==> src/rtl/dmem_arb_pkg.sv <==
// Shared types and constants for the data-memory arbiter.
package dmem_arb_pkg;

  // ARB: core has priority. BURST: memory is locked to an in-flight DMA burst.
  typedef enum logic {
    ARB   = 1'b0,
    BURST = 1'b1
  } arb_state_t;

  // Width of both starvation counters; holds max wait values 1..15.
  localparam int WAIT_CNT_W = 4;

  // Words are 8 bytes; any nonzero low address bit is a misaligned access.
  function automatic logic is_misaligned(input logic [2:0] addr_lo);
    return |addr_lo;
  endfunction

endpackage

==> src/rtl/dmem_arbiter_sat_wait_counter.sv <==
// Saturating wait counter: counts consecutive stalled cycles of one requester
// and flags when the tolerated number of stalls has been reached.
module sat_wait_counter
  import dmem_arb_pkg::*;
#(
  parameter int MAX_VAL = 4
) (
  input  logic clk,
  input  logic rst_n,
  input  logic i_inc,
  input  logic i_clr,
  output logic o_at_max
);

  localparam logic [WAIT_CNT_W-1:0] MAX_C = WAIT_CNT_W'(MAX_VAL);

  logic [WAIT_CNT_W-1:0] r_cnt;

  // Clear wins over increment; increment stops at MAX_C.
  always_ff @(posedge clk or negedge rst_n) begin
    if (!rst_n) begin
      r_cnt <= '0;
    end else if (i_clr) begin
      r_cnt <= '0;
    end else if (i_inc && (r_cnt != MAX_C)) begin
      r_cnt <= r_cnt + WAIT_CNT_W'(1);
    end
  end

  assign o_at_max = (r_cnt == MAX_C);

endmodule

==> src/rtl/dmem_arbiter.sv <==
// Arbiter in front of the single-port data memory: shares it between the
// core MEM-stage port and the loader/DMA port. Core normally wins; a started
// DMA burst locks the memory until its last beat, and two saturating wait
// counters bound starvation of either side.
//
// Handshake: a requester raises *_req with addr/we/wdata stable and holds
// them until the cycle its *_gnt is 1. A grant means the access is performed
// in that same cycle (reads return data combinationally, writes commit at the
// next rising edge). There is no separate ready; *_req & *_gnt is the transfer.
module dmem_arbiter
  import dmem_arb_pkg::*;
#(
  parameter int XLEN          = 64,
  parameter int CORE_MAX_WAIT = 4,
  parameter int DMA_MAX_WAIT  = 8
) (
  input  logic            clk,
  input  logic            rst_n,
  // core port
  input  logic            c_req,
  input  logic            c_we,
  input  logic [XLEN-1:0] c_addr,
  input  logic [XLEN-1:0] c_wdata,
  output logic            c_gnt,
  output logic            c_stall,
  output logic [XLEN-1:0] c_rdata,
  // DMA port
  input  logic            d_req,
  input  logic            d_we,
  input  logic            d_last,
  input  logic [XLEN-1:0] d_addr,
  input  logic [XLEN-1:0] d_wdata,
  output logic            d_gnt,
  output logic [XLEN-1:0] d_rdata,
  // memory side
  output logic            mem_we,
  output logic [XLEN-1:0] mem_a,
  output logic [XLEN-1:0] mem_wd,
  input  logic [XLEN-1:0] mem_rd,
  // status / debug
  output logic            err_misalign,
  output logic            o_dbg_state
);

  arb_state_t r_state;
  arb_state_t w_state_nxt;
  logic       w_c_gnt;
  logic       w_d_gnt;
  logic       w_c_stall;
  logic       w_c_mis;
  logic       w_d_mis;
  logic       w_core_at_max;
  logic       w_dma_at_max;
  logic       r_err;

  assign w_c_mis   = is_misaligned(c_addr[2:0]);
  assign w_d_mis   = is_misaligned(d_addr[2:0]);
  assign w_c_stall = c_req & ~w_c_gnt;

  // Consecutive core stall cycles; only consulted while in BURST.
  sat_wait_counter #(.MAX_VAL(CORE_MAX_WAIT)) u_core_wait (
    .clk      (clk),
    .rst_n    (rst_n),
    .i_inc    (w_c_stall),
    .i_clr    (w_c_gnt | ~c_req),
    .o_at_max (w_core_at_max)
  );

  // Consecutive DMA wait cycles; only consulted while in ARB.
  sat_wait_counter #(.MAX_VAL(DMA_MAX_WAIT)) u_dma_wait (
    .clk      (clk),
    .rst_n    (rst_n),
    .i_inc    (d_req & ~w_d_gnt),
    .i_clr    (w_d_gnt | ~d_req),
    .o_at_max (w_dma_at_max)
  );

  // State register; reset aborts any burst in progress.
  always_ff @(posedge clk or negedge rst_n) begin
    if (!rst_n) begin
      r_state <= ARB;
    end else begin
      r_state <= w_state_nxt;
    end
  end

  // Grant selection and next state; no grants at all while reset is held.
  always_comb begin
    w_c_gnt     = 1'b0;
    w_d_gnt     = 1'b0;
    w_state_nxt = r_state;
    if (rst_n) begin
      case (r_state)
        ARB: begin
          if (c_req && !(d_req && w_dma_at_max)) begin
            w_c_gnt = 1'b1;
          end else if (d_req) begin
            w_d_gnt = 1'b1;
            if (!d_last) w_state_nxt = BURST;
          end
        end
        BURST: begin
          // A forced core beat or a DMA gap lets the core in without
          // releasing the lock.
          if (c_req && (w_core_at_max || !d_req)) begin
            w_c_gnt = 1'b1;
          end else if (d_req) begin
            w_d_gnt = 1'b1;
            if (d_last) w_state_nxt = ARB;
          end
        end
        default: w_state_nxt = ARB;
      endcase
    end
  end

  // Sticky misalignment flag, set by any granted misaligned access.
  always_ff @(posedge clk or negedge rst_n) begin
    if (!rst_n) begin
      r_err <= 1'b0;
    end else if ((w_c_gnt && w_c_mis) || (w_d_gnt && w_d_mis)) begin
      r_err <= 1'b1;
    end
  end

  assign c_gnt        = w_c_gnt;
  assign d_gnt        = w_d_gnt;
  assign c_stall      = w_c_stall;
  assign c_rdata      = mem_rd;
  assign d_rdata      = mem_rd;
  // Core drives the address/data bus whenever DMA is not granted.
  assign mem_a        = w_d_gnt ? d_addr  : c_addr;
  assign mem_wd       = w_d_gnt ? d_wdata : c_wdata;
  // Misaligned writes are dropped rather than corrupting a neighbour word.
  assign mem_we       = (w_c_gnt & c_we & ~w_c_mis) | (w_d_gnt & d_we & ~w_d_mis);
  assign err_misalign = r_err;
  assign o_dbg_state  = (r_state == BURST);

endmodule

==> config.mk <==
export PLATFORM = sky130hd
export DESIGN_NAME = dmem_arbiter
export DESIGN_NICKNAME = d
export VERILOG_FILES = /design/src/rtl/dmem_arb_pkg.sv /design/src/rtl/dmem_arbiter_sat_wait_counter.sv /design/src/rtl/dmem_arbiter.sv
export SDC_FILE = /design/constraint.sdc
export NUM_CORES = 1
export LEC_CHECK = 0
export BUFFER_PORTS_ARGS = -buffer_cell sky130_fd_sc_hd__buf_4
export CAP_MARGIN = 20
export CORE_AREA = 2 2 232 234
export CTS_CLUSTER_SIZE = 30
export DETAILED_ROUTE_END_ITERATION = 16
export DIE_AREA = 0 0 234 236
export HOLD_SLACK_MARGIN = 0.15
export PLACE_DENSITY = 0.3
export SYNTH_ARGS = -nofsm -noshare
export SYNTH_HDL_FRONTEND = slang
export SYNTH_HIERARCHICAL = 1
export SYNTH_SLANG_ARGS = --single-unit
==> constraint.sdc <==
create_clock -name clk -period 2.75 [get_ports clk]
set_clock_uncertainty 0.1 [all_clocks]
set_input_delay 0.6875 -clock clk [delete_from_list [all_inputs] [get_ports clk]]
set_output_delay 0.6875 -clock clk [all_outputs]
set_load 0.05 [all_outputs]
==> results.txt <==
----------------------------------------------------
[Synth]
  Post-Synthesis Cell Area ... ~0.0032 mm^2
  Proportion of register bits with asynchronous set or reset after synthesis ... 100%
  Predominant post-synthesis flop cell ... sky130_fd_sc_hd__dfrtp_1
  Dominant cells by area after synthesis ... sky130_fd_sc_hd__buf_4 30%, sky130_fd_sc_hd__mux2_1 23%, sky130_fd_sc_hd__mux2_2 22%
  Yosys warning count ... 6
  Seq/Total Area, Yosys ... a little under 8%
  Count of state elements after synthesis ... 10
  Commonest cells post-synth ... 128 x sky130_fd_sc_hd__buf_4, 65 x sky130_fd_sc_hd__mux2_1, 63 x sky130_fd_sc_hd__mux2_2
  Synthesized instance count ... 345
  Syn Area/Cell ... between 9 and 10 um^2
  Number of distinct library cells after synthesis ... 33
  Count of flip-flops with a built-in enable after synthesis ... 0
  Leading area contributor after synthesis ... sky130_fd_sc_hd__buf_4
  Net Count, Synth ... between 600 and 700
  Area share of the leading cell type in the synthesized netlist ... between 30 and 40%
  Most numerous cell in the Yosys netlist ... sky130_fd_sc_hd__buf_4

[Timing]
  Least-Margin Pin Slew ... 544 ps
  Relative slew slack ... a little under two thirds
  Final number of max-transition violations ... 0
  Setup violations, final ... 130
  Final Hold Fails ... 0
  Post-route worst setup slack ... -345 ps
  Smallest hold slack ... ~300 ps
  Final critical path time including I/O delays and setup ... 3100 ps
  Setup repair after global routing missed its margin ... true
  Fmax ... ~0.32 GHz
  Final worst-path cycle share ... 113%

[Clock tree]
  Number of buffers on the longest clock path ... 2
  TritonCTS clock tree ... done
  Clock transition at the registers of the reported paths ... 40 ps
  Cell chosen for the clock root ... sky130_fd_sc_hd__clkbuf_16
  Clock buffers created by TritonCTS ... 3
  CTS sink count ... 10
  Maximum level of the CTS H-tree ... 1
  Skew-Pair Late Insertion Delay ... 240 ps

[Die]
  Full die area ... roughly 0.055 mm^2
  Effective utilization at floorplan ... 6.03%
  Die height ... 236 um
  I/O pin count ... 589
  Number of placement rows ... 85
  Area inside the core boundary ... between 0.05 and 0.06 mm^2
  Die width ... roughly 230 um

[Run]
  Max-capacitance violation count ... 0

[Worst setup path]
  CP Launch Point ... u_dma_wait/r_cnt[0]
  Worst Setup End Kind ... primary output
  Largest fanout on the critical path ... 6
  Critical path type ... register to primary output
  R2R Path End ... u_dma_wait/r_cnt[2]
  Data arrival at the endpoint of the critical path ... ~2300 ps
  Startpoint types ... register
  Last element of the critical path ... mem_a[13]
  Worst reg2reg path depth ... 15
  Flop2flop setup slack ... 180 ps
  Required arrival time at the worst endpoint ... between 1500 and 2000 ps
  Reg-to-reg startpoint ... u_core_wait/r_cnt[1]

[Detailed routing]
  Number of search-and-repair iterations in the first detailed-routing pass ... 5
  Via total after detailed routing ... 3767
  Remaining number of nets flagged by the antenna check after routing ... 0
  First-iteration detailed-routing DRC count ... 94
  Vias per std cell ... between 2 and 3
  Wire per inst ... 16.7 um
  Total DRC errors in the routed layout ... 0
  Final wirelength ... between 20000 and 25000 um

[Layout]
  Core Util, Final ... ~15%
  Count of inserted antenna diode cells ... 0
  Filler cells ... between 5000 and 6000
  Share of post-route cells with drive strength above 1 ... 91.8%
  Area growth from synthesis to layout ... 151%
  Count of nets after finishing ... between 1000 and 1500

[Global routing]
  Wire length of the first global-routing pass ... around 29000 um
  Vias in the first global route ... slightly below 4000
  GRT Residual Overflow ... 0
  Overall routing resource usage ... roughly 7.2%
  Antenna violations before repair ... 1
  Pin count of the biggest net entering global routing ... 18

[Placed design]
  Final weighted congestion in routability-driven placement ... 0.696
  Sum of net half-perimeters after detailed placement ... about 19000 um
  Count of port buffers added during placement ... 396

[Status]
  Result of the run ... complete, but fails checks
  Failing checks ... negative setup slack

[Power and ir drop]
  Static leakage ... ~0.0038 uW
  Max VDD drop ... roughly 170 uV
  Total power density per cell area ... roughly 300 mW/mm^2

[Min path]
  Type of the tightest min-delay check ... input pin to async pin

----------------------------------------------------
==> worst max-delay path: stages (launching register included) <==
cell,delay [ps]
sky130_fd_sc_hd__dfrtp_1,380
sky130_fd_sc_hd__inv_2,80
sky130_fd_sc_hd__ha_4,130
sky130_fd_sc_hd__nand2_4,50
sky130_fd_sc_hd__nor2_4,110
sky130_fd_sc_hd__nand2b_4,70
sky130_fd_sc_hd__a31oi_4,190
sky130_fd_sc_hd__buf_12,160
sky130_fd_sc_hd__buf_16,140
sky130_fd_sc_hd__buf_12,140
sky130_fd_sc_hd__buf_8,130
sky130_fd_sc_hd__mux2_4,310
sky130_fd_sc_hd__buf_8,150
==> worst min-delay path by stage <==
stage	end	slack, ps
detailed placement	err_misalign	400
CTS	o_dbg_state	300
global route	o_dbg_state	310
floorplan	err_misalign	290
finish	o_dbg_state	300
global placement	err_misalign	380
==> stage by stage <==
step	std cells	power [uW]	worst slack, ps	area, um^2	TNS [ps]
6_report	1368	2400	-345	8040	-37420
5_1_grt	1368	2510	-457	8040	-50980
4_1_cts	1360	2310	-409	7520	-44700
3_5_place_dp	1337	1740	-300	6380	-25570
3_3_place_gp	1337	1740	-285	6380	-23740
2_1_floorplan	345	1550	-76.2	3250	-1350
==> kinds of logic after synthesis <==
| logic type | after synthesis | synth area share, % |
|---|---|---|
| buffers and inverters | 149 | 34.6 |
| muxes | 130 | 45.8 |
| and+or+nand+nor | 33 | 5.67 |
| AOI/OAI and AO/OA | 18 | 4.30 |
| DFF | 10 | 7.82 |
| adders and majority gates | 4 | 1.56 |
| xor gates and xnor gates | 1 | 0.274 |
==> state kept, by name, summed over array words and instances (netlist names) <==
name,count
u_dma_wait/r_cnt,4
err_misalign,1
o_dbg_state,1
u_core_wait/r_cnt,4
==> area by class of cell <==
class                           count  area (um^2)  share of cell area [%]
Clock buffer                        4         88.8                    1.10
Sequential cell                    10          250                    3.11
Timing Repair Buffer              465         4530                    56.4
Tap cell                          696          871                    10.8
Multi-Input combinational cell    186         2270                    28.2
Inverter                            7         28.8                   0.358
==> metal layers <==
layer  wire (um)  share of wire (%)  vias up  track usage, %
li1            -                  -     1719               -
met1        8630                 38     1721            8.05
met2       11000                 48      298            12.5
met3        2820                 12       27            3.52
met4         383                1.7        2            1.27
met5           8              0.035        -               0
==> where the power goes <==
part           switching (uW)  internal [uW]  total [uW]
combinational             993            959        1950
clock                    73.8            219         293
sequential               5.26            153         159
==> cell usage in the layout (no fill, tap or decap), types with 6 or more instances in the layout <==
master | Yosys | final
sky130_fd_sc_hd__clkbuf_16 | 0 | 6
sky130_fd_sc_hd__buf_4 | 128 | 319
sky130_fd_sc_hd__buf_6 | 8 | 56
sky130_fd_sc_hd__buf_8 | 0 | 69
sky130_fd_sc_hd__dfrtp_1 | 10 | 10
sky130_fd_sc_hd__buf_12 | 0 | 13
sky130_fd_sc_hd__nor2_1 | 8 | 7
sky130_fd_sc_hd__mux2_4 | 1 | 87
sky130_fd_sc_hd__a21oi_1 | 6 | 6
sky130_fd_sc_hd__mux2_2 | 63 | 42
==> timing repair <==
action                                  4_1_cts  5_1_grt
endpoints found under the hold margin         0        0
endpoints found under the setup margin      132      134
pin swaps                                     4        6
gates resized for setup                     213      101
cloned                                        4        3
hold buffers                                  0        0
setup buffers                                15        9
No activity file was read; power rests on OpenSTA's default activity.
